===== src/rtl/pc_ctrl_pkg.sv =====
// Shared types and constants for the PC control unit and its helpers.
package pc_ctrl_pkg;

    // ID-stage opcodes that can redirect the front end
    localparam logic [5:0] OP_BZ  = 6'd10;
    localparam logic [5:0] OP_BGZ = 6'd11;
    localparam logic [5:0] OP_BLZ = 6'd12;
    localparam logic [5:0] OP_JR  = 6'd13;
    localparam logic [5:0] OP_J   = 6'd14;
    localparam logic [5:0] OP_CLL = 6'd15;

    // What kind of PC redirect is being requested
    typedef enum logic [2:0] {
        RK_NONE   = 3'd0,
        RK_BRANCH = 3'd1,
        RK_JUMP   = 3'd2,
        RK_CALL   = 3'd3,
        RK_JR     = 3'd4
    } redirect_kind_t;

    // Front-end sequencing state
    typedef enum logic [1:0] {
        RUN   = 2'd0,
        HOLD  = 2'd1,
        FLUSH = 2'd2
    } pcc_state_t;

endpackage


===== src/rtl/pc_control_unit_if.sv =====
// Decode/hazard inputs and PC/pipeline-register controls of the PC control unit.
interface pc_control_unit_if #(
    parameter int OPCODE_W = 6,
    parameter int CNT_W    = 16
);
    logic                id_valid;
    logic [OPCODE_W-1:0] id_opcode;
    logic [13:0]         id_imm14;
    logic [31:0]         rs_value;
    logic                load_use_hazard;
    logic                mem_stall;

    logic                pc_write;
    logic                branch;
    logic                jump;
    logic                jr;
    logic [13:0]         offset;
    logic [13:0]         target;
    logic [31:0]         jump_addr;
    logic                link_we;
    logic                if_id_write;
    logic                if_id_flush;
    logic                id_ex_bubble;
    logic [CNT_W-1:0]    redirect_count;
    logic [CNT_W-1:0]    stall_count;

    // Decode/hazard side: drives ID information, observes PC controls
    modport master (
        output id_valid, id_opcode, id_imm14, rs_value, load_use_hazard, mem_stall,
        input  pc_write, branch, jump, jr, offset, target, jump_addr, link_we,
        input  if_id_write, if_id_flush, id_ex_bubble, redirect_count, stall_count
    );

    // PC control unit side
    modport slave (
        input  id_valid, id_opcode, id_imm14, rs_value, load_use_hazard, mem_stall,
        output pc_write, branch, jump, jr, offset, target, jump_addr, link_we,
        output if_id_write, if_id_flush, id_ex_bubble, redirect_count, stall_count
    );
endinterface


===== src/rtl/branch_resolver.sv =====
// Combinational redirect resolution: opcode plus Rs value to redirect kind.
// Kept standalone so an EX-stage checker can reuse the same decision.
module branch_resolver
    import pc_ctrl_pkg::*;
#(
    parameter int OPCODE_W = 6
) (
    input  logic                valid,
    input  logic [OPCODE_W-1:0] opcode,
    input  logic [31:0]         rs_value,
    output redirect_kind_t      kind
);

    logic rs_zero_s;
    logic rs_neg_s;
    logic rs_pos_s;

    assign rs_zero_s = (rs_value == 32'd0);
    assign rs_neg_s  = rs_value[31];
    assign rs_pos_s  = !rs_zero_s && !rs_neg_s;

    // Select the redirect kind for a valid ID instruction
    always_comb begin
        kind = RK_NONE;
        if (valid) begin
            case (opcode)
                OPCODE_W'(OP_BZ):  kind = rs_zero_s ? RK_BRANCH : RK_NONE;
                OPCODE_W'(OP_BGZ): kind = rs_pos_s  ? RK_BRANCH : RK_NONE;
                OPCODE_W'(OP_BLZ): kind = rs_neg_s  ? RK_BRANCH : RK_NONE;
                OPCODE_W'(OP_JR):  kind = RK_JR;
                OPCODE_W'(OP_J):   kind = RK_JUMP;
                OPCODE_W'(OP_CLL): kind = RK_CALL;
                default:           kind = RK_NONE;
            endcase
        end else begin
            kind = RK_NONE;
        end
    end

endmodule


===== src/rtl/pc_control_unit.sv =====
// PC control unit: resolves ID-stage redirects, sequences load-use and
// memory stalls, holds a redirect across a memory stall and squashes the
// wrong-path fetches still in flight from instruction memory.
module pc_control_unit
    import pc_ctrl_pkg::*;
#(
    parameter int OPCODE_W = 6,
    parameter int IMEM_LAT = 1,
    parameter int CNT_W    = 16
) (
    input  logic                    clk,
    input  logic                    reset,
    pc_control_unit_if.slave        bus
);

    localparam logic [1:0] FLUSH_LOAD = 2'(IMEM_LAT - 1);
    localparam bit         USE_FLUSH  = (IMEM_LAT > 1);

    redirect_kind_t   id_kind_s;

    pcc_state_t       state_r;
    pcc_state_t       state_nx_s;
    redirect_kind_t   hold_kind_r;
    redirect_kind_t   hold_kind_nx_s;
    logic [13:0]      hold_imm_r;
    logic [13:0]      hold_imm_nx_s;
    logic [31:0]      hold_rs_r;
    logic [31:0]      hold_rs_nx_s;
    logic [1:0]       flush_cnt_r;
    logic [1:0]       flush_cnt_nx_s;
    logic [CNT_W-1:0] redirect_count_r;
    logic [CNT_W-1:0] stall_count_r;

    redirect_kind_t   issue_kind_s;
    logic [13:0]      issue_imm_s;
    logic [31:0]      issue_rs_s;
    logic             pc_write_s;
    logic             if_id_write_s;
    logic             if_id_flush_s;
    logic             id_ex_bubble_s;
    logic             redirect_inc_s;
    logic             stall_inc_s;
    logic             branch_s;
    logic             jump_s;
    logic             jr_s;
    logic             link_we_s;

    branch_resolver #(
        .OPCODE_W (OPCODE_W)
    ) u_resolver (
        .valid    (bus.id_valid),
        .opcode   (bus.id_opcode),
        .rs_value (bus.rs_value),
        .kind     (id_kind_s)
    );

    // Next-state and control decode; mem_stall outranks load-use, which outranks redirects
    always_comb begin
        state_nx_s     = state_r;
        hold_kind_nx_s = hold_kind_r;
        hold_imm_nx_s  = hold_imm_r;
        hold_rs_nx_s   = hold_rs_r;
        flush_cnt_nx_s = flush_cnt_r;
        issue_kind_s   = RK_NONE;
        issue_imm_s    = bus.id_imm14;
        issue_rs_s     = bus.rs_value;
        pc_write_s     = 1'b0;
        if_id_write_s  = 1'b0;
        if_id_flush_s  = 1'b0;
        id_ex_bubble_s = 1'b0;
        redirect_inc_s = 1'b0;
        stall_inc_s    = 1'b0;

        if (!reset) begin
            // Hold the front end quiet and keep IF/ID cleared until release
            if_id_flush_s  = 1'b1;
            issue_imm_s    = 14'd0;
            issue_rs_s     = 32'd0;
            state_nx_s     = RUN;
            hold_kind_nx_s = RK_NONE;
            hold_imm_nx_s  = 14'd0;
            hold_rs_nx_s   = 32'd0;
            flush_cnt_nx_s = 2'd0;
        end else begin
            case (state_r)
                RUN: begin
                    if (bus.mem_stall) begin
                        stall_inc_s = 1'b1;
                        if (id_kind_s != RK_NONE) begin
                            hold_kind_nx_s = id_kind_s;
                            hold_imm_nx_s  = bus.id_imm14;
                            hold_rs_nx_s   = bus.rs_value;
                            state_nx_s     = HOLD;
                        end else begin
                            state_nx_s     = RUN;
                        end
                    end else if (bus.load_use_hazard) begin
                        id_ex_bubble_s = 1'b1;
                        stall_inc_s    = 1'b1;
                    end else if (id_kind_s != RK_NONE) begin
                        issue_kind_s   = id_kind_s;
                        pc_write_s     = 1'b1;
                        if_id_flush_s  = 1'b1;
                        redirect_inc_s = 1'b1;
                        if (USE_FLUSH) begin
                            state_nx_s     = FLUSH;
                            flush_cnt_nx_s = FLUSH_LOAD;
                        end else begin
                            state_nx_s     = RUN;
                        end
                    end else begin
                        pc_write_s    = 1'b1;
                        if_id_write_s = 1'b1;
                    end
                end
                HOLD: begin
                    if (bus.mem_stall) begin
                        stall_inc_s = 1'b1;
                    end else begin
                        // Issue the saved redirect; current ID contents are wrong-path
                        issue_kind_s   = hold_kind_r;
                        issue_imm_s    = hold_imm_r;
                        issue_rs_s     = hold_rs_r;
                        pc_write_s     = 1'b1;
                        if_id_flush_s  = 1'b1;
                        redirect_inc_s = 1'b1;
                        hold_kind_nx_s = RK_NONE;
                        hold_imm_nx_s  = 14'd0;
                        hold_rs_nx_s   = 32'd0;
                        if (USE_FLUSH) begin
                            state_nx_s     = FLUSH;
                            flush_cnt_nx_s = FLUSH_LOAD;
                        end else begin
                            state_nx_s     = RUN;
                        end
                    end
                end
                FLUSH: begin
                    if_id_flush_s = 1'b1;
                    if (bus.mem_stall) begin
                        stall_inc_s = 1'b1;
                    end else begin
                        pc_write_s     = 1'b1;
                        flush_cnt_nx_s = flush_cnt_r - 2'd1;
                        if (flush_cnt_r <= 2'd1) begin
                            state_nx_s     = RUN;
                            flush_cnt_nx_s = 2'd0;
                        end else begin
                            state_nx_s     = FLUSH;
                        end
                    end
                end
                default: begin
                    state_nx_s     = RUN;
                    hold_kind_nx_s = RK_NONE;
                    flush_cnt_nx_s = 2'd0;
                end
            endcase
        end
    end

    // Encode the issued redirect kind onto the one-hot PC select lines
    always_comb begin
        branch_s  = 1'b0;
        jump_s    = 1'b0;
        jr_s      = 1'b0;
        link_we_s = 1'b0;
        case (issue_kind_s)
            RK_BRANCH: branch_s = 1'b1;
            RK_JUMP:   jump_s   = 1'b1;
            RK_CALL: begin
                jump_s    = 1'b1;
                link_we_s = 1'b1;
            end
            RK_JR:     jr_s     = 1'b1;
            default: begin
                branch_s  = 1'b0;
                jump_s    = 1'b0;
                jr_s      = 1'b0;
                link_we_s = 1'b0;
            end
        endcase
    end

    // State, pending-redirect latch and flush count
    always_ff @(posedge clk) begin
        if (!reset) begin
            state_r     <= RUN;
            hold_kind_r <= RK_NONE;
            hold_imm_r  <= 14'd0;
            hold_rs_r   <= 32'd0;
            flush_cnt_r <= 2'd0;
        end else begin
            state_r     <= state_nx_s;
            hold_kind_r <= hold_kind_nx_s;
            hold_imm_r  <= hold_imm_nx_s;
            hold_rs_r   <= hold_rs_nx_s;
            flush_cnt_r <= flush_cnt_nx_s;
        end
    end

    // Saturating performance counters; they stick at all-ones
    always_ff @(posedge clk) begin
        if (!reset) begin
            redirect_count_r <= {CNT_W{1'b0}};
            stall_count_r    <= {CNT_W{1'b0}};
        end else begin
            if (redirect_inc_s && (redirect_count_r != {CNT_W{1'b1}})) begin
                redirect_count_r <= redirect_count_r + {{(CNT_W-1){1'b0}}, 1'b1};
            end else begin
                redirect_count_r <= redirect_count_r;
            end
            if (stall_inc_s && (stall_count_r != {CNT_W{1'b1}})) begin
                stall_count_r <= stall_count_r + {{(CNT_W-1){1'b0}}, 1'b1};
            end else begin
                stall_count_r <= stall_count_r;
            end
        end
    end

    assign bus.pc_write       = pc_write_s;
    assign bus.branch         = branch_s;
    assign bus.jump           = jump_s;
    assign bus.jr             = jr_s;
    assign bus.link_we        = link_we_s;
    assign bus.offset         = issue_imm_s;
    assign bus.target         = issue_imm_s;
    assign bus.jump_addr      = issue_rs_s;
    assign bus.if_id_write    = if_id_write_s;
    assign bus.if_id_flush    = if_id_flush_s;
    assign bus.id_ex_bubble   = id_ex_bubble_s;
    assign bus.redirect_count = redirect_count_r;
    assign bus.stall_count    = stall_count_r;

endmodule

===== src/flat_wrapper.sv =====
// flat-port wrapper written by rule: the top's interface ports become plain ports
module pc_control_unit_flat import pc_ctrl_pkg::*;
#(
    parameter int OPCODE_W = 6,
    parameter int IMEM_LAT = 1,
    parameter int CNT_W    = 16
)
  (clk, reset, bus_id_valid, bus_id_opcode, bus_id_imm14, bus_rs_value, bus_load_use_hazard, bus_mem_stall, bus_pc_write, bus_branch, bus_jump, bus_jr, bus_offset, bus_target, bus_jump_addr, bus_link_we, bus_if_id_write, bus_if_id_flush, bus_id_ex_bubble, bus_redirect_count, bus_stall_count);
  pc_control_unit_if #(.OPCODE_W(OPCODE_W), .CNT_W(CNT_W)) bus_i ();
  input  logic clk;
  input  logic reset;
  input wire logic [$bits(bus_i.id_valid)-1:0] bus_id_valid;
  input wire logic [$bits(bus_i.id_opcode)-1:0] bus_id_opcode;
  input wire logic [$bits(bus_i.id_imm14)-1:0] bus_id_imm14;
  input wire logic [$bits(bus_i.rs_value)-1:0] bus_rs_value;
  input wire logic [$bits(bus_i.load_use_hazard)-1:0] bus_load_use_hazard;
  input wire logic [$bits(bus_i.mem_stall)-1:0] bus_mem_stall;
  output wire logic [$bits(bus_i.pc_write)-1:0] bus_pc_write;
  output wire logic [$bits(bus_i.branch)-1:0] bus_branch;
  output wire logic [$bits(bus_i.jump)-1:0] bus_jump;
  output wire logic [$bits(bus_i.jr)-1:0] bus_jr;
  output wire logic [$bits(bus_i.offset)-1:0] bus_offset;
  output wire logic [$bits(bus_i.target)-1:0] bus_target;
  output wire logic [$bits(bus_i.jump_addr)-1:0] bus_jump_addr;
  output wire logic [$bits(bus_i.link_we)-1:0] bus_link_we;
  output wire logic [$bits(bus_i.if_id_write)-1:0] bus_if_id_write;
  output wire logic [$bits(bus_i.if_id_flush)-1:0] bus_if_id_flush;
  output wire logic [$bits(bus_i.id_ex_bubble)-1:0] bus_id_ex_bubble;
  output wire logic [$bits(bus_i.redirect_count)-1:0] bus_redirect_count;
  output wire logic [$bits(bus_i.stall_count)-1:0] bus_stall_count;
  assign bus_i.id_valid = bus_id_valid;
  assign bus_i.id_opcode = bus_id_opcode;
  assign bus_i.id_imm14 = bus_id_imm14;
  assign bus_i.rs_value = bus_rs_value;
  assign bus_i.load_use_hazard = bus_load_use_hazard;
  assign bus_i.mem_stall = bus_mem_stall;
  assign bus_pc_write = bus_i.pc_write;
  assign bus_branch = bus_i.branch;
  assign bus_jump = bus_i.jump;
  assign bus_jr = bus_i.jr;
  assign bus_offset = bus_i.offset;
  assign bus_target = bus_i.target;
  assign bus_jump_addr = bus_i.jump_addr;
  assign bus_link_we = bus_i.link_we;
  assign bus_if_id_write = bus_i.if_id_write;
  assign bus_if_id_flush = bus_i.if_id_flush;
  assign bus_id_ex_bubble = bus_i.id_ex_bubble;
  assign bus_redirect_count = bus_i.redirect_count;
  assign bus_stall_count = bus_i.stall_count;
  pc_control_unit #(.OPCODE_W(OPCODE_W), .IMEM_LAT(IMEM_LAT), .CNT_W(CNT_W)) u_core (.clk(clk), .reset(reset), .bus(bus_i));
endmodule

===== config.mk =====
export PLATFORM = sky130hd
export DESIGN_NAME = pc_control_unit_flat
export DESIGN_NICKNAME = d
export VERILOG_FILES = /design/src/rtl/pc_ctrl_pkg.sv /design/src/rtl/pc_control_unit_if.sv /design/src/rtl/branch_resolver.sv /design/src/rtl/pc_control_unit.sv /design/src/flat_wrapper.sv
export SDC_FILE = /design/constraint.sdc
export NUM_CORES = 1
export LEC_CHECK = 0
export CAP_MARGIN = 20
export CORE_MARGIN = 8
export CORE_UTILIZATION = 43
export CTS_CLUSTER_DIAMETER = 100
export DETAILED_ROUTE_END_ITERATION = 7
export GPL_ROUTABILITY_DRIVEN = 0
export PLACE_DENSITY = 0.81
export SYNTH_ARGS = -nofsm -noshare
export SYNTH_HDL_FRONTEND = slang
export SYNTH_SLANG_ARGS = --single-unit

===== constraint.sdc =====
create_clock -name clk -period 2.2 [get_ports clk]
set_input_delay 0.33 -clock clk [delete_from_list [all_inputs] [get_ports clk]]
set_output_delay 0.33 -clock clk [all_outputs]
set_load 0.005 [all_outputs]

==> results.md <==
* Fin nets at 968
* Leading area contributor after synthesis: dfxtp_1
* Post-synth EDFFs at 0
* Period utilization at 1.14
* Async S/R FF share, synth at 0
* Final Power at 3.97 mW
* Unrepaired setup endpoints after global routing: yes
* Seq pwr share at 0.393
* WS Path Type: input port to output pin
* Status: finished, violations left
* Cell Chain, Critical Path: buf_6 > nor4_4 > nand4_1 > buf_4 > o211a_4 > buf_6 > or3b_4 > nor4b_4 > buf_2
* All-layer global routing usage at 0.238
* Clk_lat worst skew at 340 ps
* DR iter-0 viols at 443
* Design internal power at 3.00 mW
* Worst EP required at 1870 ps
* FF-to-FF End: u_core.bus.redirect_count[15]$_SDFFE_PN0P_
* Top post-synthesis cells by count: nand2_1, dfxtp_1, a21oi_1
* Final WS setup at -304 ps
* Vias at 6,071
* Syn Nets at 731
* Final ANT Viol Nets at 0
* Clk slew on worst S/H paths at 60 ps
* Final Skew at 8.29 ps
* R2r worst-path depth at 11
* CP Launch Type: input port
* Slew Viols, Final at 0
* Register area share after synthesis at 0.340
* Max Clk Rate at 0.399 GHz
* Worst path max stage delay at 380 ps
* # port buffers at 156
* Worst hold endpoint: u_core.hold_rs_r[5]$_SDFFE_PN0P_
* Cell area after synthesis at 5000 um^2
* Count leader, synth: nand2_1
* Worst Tran Pin Value at 476 ps
* Worst vdd ir at 0.428 mV
* Endpoints failing hold at 0
* Remaining global-route overflow at 0
* Count of cell types in the netlist at 52
* Pleak at 3.64 nW
* Crit path DAT at 2170 ps
* Die Width at 124 um
* Crit path max fanout at 2
* Initial core utilization at 0.440
* Hold Path Origin: bus_rs_value[5]
* Crit path top cell by count: buf_6
* Reg2Reg Setup Slack at -130 ps
* Row count at 39
* DPL Wire Length at 12,100 um
* Crit-path slowest cell: or3b_4
* WHS at 297 ps
* Initial antenna violation count at 0
* Via density at 5.77
* Core box area at 11,400 um^2
* Root buf cell: clkbuf_16
* CTS tree: built
* Area Growth Syn to Fin at 70.5%
* Largest net degree at the start of global routing at 47
* Final Cell Area at 8520 um^2
* Placed cell areas at 7170 um^2
* Failing checks: setup timing
* Vias in the first global route at 5,997
* DR DRC count at 0
* R2r startpoint: u_core.state_r[1]$_SDFFE_PN0P_
* Minimum clock period at 2500 ps
* CTS sink cnt at 85
* Max_cap viols at 0
* CP endpoint kind: output pin
* Final wirelength at 20,500 um
* Largest cells by area after synthesis: dfxtp_1, nand2_1, mux2i_1, a21oi_1, clkbuf_1
* Ant diodes at 0
* Warnings, synthesis at 0
* #FFs+latches synth at 85
* CTS Hold Bufs at 0
* Wire per inst at 19.5 um
* P per Cell Area at 466 nW/um^2
* Post-Syn Instances at 668
* Die ar. at 15,300 um^2
* Top_reg_cell synth: dfxtp_1
* Worst slack, placed at -1080 ps
* First-pass GRT wire length at 29,400 um
* I/O pin total at 157
* Share of cells above drive strength 1 at 0.407
* Die Y-Extent at 124 um
* Finished Layout Cells at 1,053
* Num CTS Buffers at 9
* Min-delay worst type: input port to flip-flop
* Layout fillers at 754
* Final setup fails at 66
* Clock Path Buffers at 2
* Slew Limit Headroom at 0.679
* Top cell type's share of synthesized area at 0.340
* Clock Power Share at 0.447
* Avg Inst Size Synth at 7.48 um^2
* Placed cell count at 994
* Switching share of power at 0.246
* Worst Hold Depth at 3
* Gate power share at 0.160
* Initial DRT Pass Iterations at 6
* Psw at 975 uW
* H-tree depth at 3
sequential cells by signal, indices dropped and copies added, names as in the netlist:
register                   cells
u_core.state_r                 2
u_core.flush_cnt_r             2
u_core.hold_kind_r             3
u_core.bus.stall_count        16
u_core.hold_imm_r             14
u_core.hold_rs_r              32
u_core.bus.redirect_count     16
what timing repair did:
item                       4_1_cts  5_1_grt
pin swaps                       54       70
gates resized for setup        407      179
setup endpoints to repair      134      127
gates cloned                     9        6
setup buffers                   27       12
worst max-delay path: cells and delay by family:
kind                   cells  cell delay [ps]
AOI/OAI and AO/OA          1              250
and+or+nand+nor            4             1010
buffers and inverters      4              590
through the flow:
step                      utilization  TNS, ps
after floorplan                     -        0
after global placement          0.630   -65500
after detailed placement        0.630   -75300
after CTS                       0.716   -10970
after global routing            0.750   -17610
final                           0.750   -12390
power groups by stage:
stage	registers, mW	clock network, mW	logic [mW]
floorplan	1.59	0	0.214
global placement	1.59	0	0.582
detailed placement	1.59	0	0.596
CTS	1.56	1.78	0.586
global route	1.56	1.85	0.677
finish	1.56	1.78	0.636
area by class of cell:
type                       instances  area [um^2]  share of cell area
clock buffer                      12          246              0.0289
clock inverter                     4         95.1              0.0112
inverter                           8         32.5             0.00382
multi-input combinational        516         3680               0.431
sequential                        85         1700               0.200
tap                              143          179              0.0210
timing repair buffer             285         2590               0.304
logic make-up (layout without fill, tap and decap cells):
logic type	count (synthesis)	in the layout	share of synthesized area
simple gates	341	341	0.318
compound gates	104	104	0.122
flops	85	85	0.340
buf+inv	67	309	0.0773
mux	54	54	0.108
xor+xnor	11	11	0.0193
fa+ha+maj	6	6	0.0150
layout by cell type, fill, tap and decap left out, types with 9 or more instances in the layout:
| cell | netlist | routed |
|---|---|---|
| buf_4 | 14 | 86 |
| nand3_1 | 16 | 16 |
| nand2_2 | 0 | 10 |
| nand2_1 | 217 | 197 |
| a21oi_2 | 0 | 42 |
| or4_4 | 0 | 9 |
| nand4_1 | 11 | 11 |
| buf_12 | 4 | 18 |
| nor2_1 | 22 | 19 |
| a21oi_1 | 68 | 20 |
| buf_2 | 2 | 63 |
| nand2_4 | 0 | 10 |
| clkbuf_16 | 0 | 14 |
| buf_6 | 2 | 16 |
| mux2i_1 | 54 | 51 |
| dfxtp_1 | 85 | 83 |
| clkdlybuf4s50_1 | 0 | 48 |
| clkbuf_2 | 0 | 21 |
metal layers:
| layer | up-vias | share of wire | wire length [um] | global-route usage |
|---|---|---|---|---|
| met5 | - | 0 | 0 | 0 |
| met4 | 0 | 0.031 | 627 | 0.122 |
| met3 | 55 | 0.083 | 1700 | 0.0675 |
| met2 | 284 | 0.50 | 10300 | 0.413 |
| met1 | 2957 | 0.38 | 7890 | 0.260 |
| li1 | 2775 | - | - | - |
worst max-delay path by stage:
stage | from | cells after the start | slack, ps | end
after global routing | bus_rs_value[1] | 10 | -370 | bus_if_id_flush
final | bus_rs_value[1] | 9 | -300 | bus_if_id_write
after CTS | bus_rs_value[3] | 9 | -300 | bus_if_id_write
after floorplan | bus_rs_value[17] | 8 | 10 | u_core.hold_imm_r[0]$_SDFFE_PN0P_
after global placement | bus_rs_value[7] | 9 | -1010 | bus_link_we
after detailed placement | bus_rs_value[7] | 9 | -1080 | bus_link_we
(Power assumes the default switching activity.)
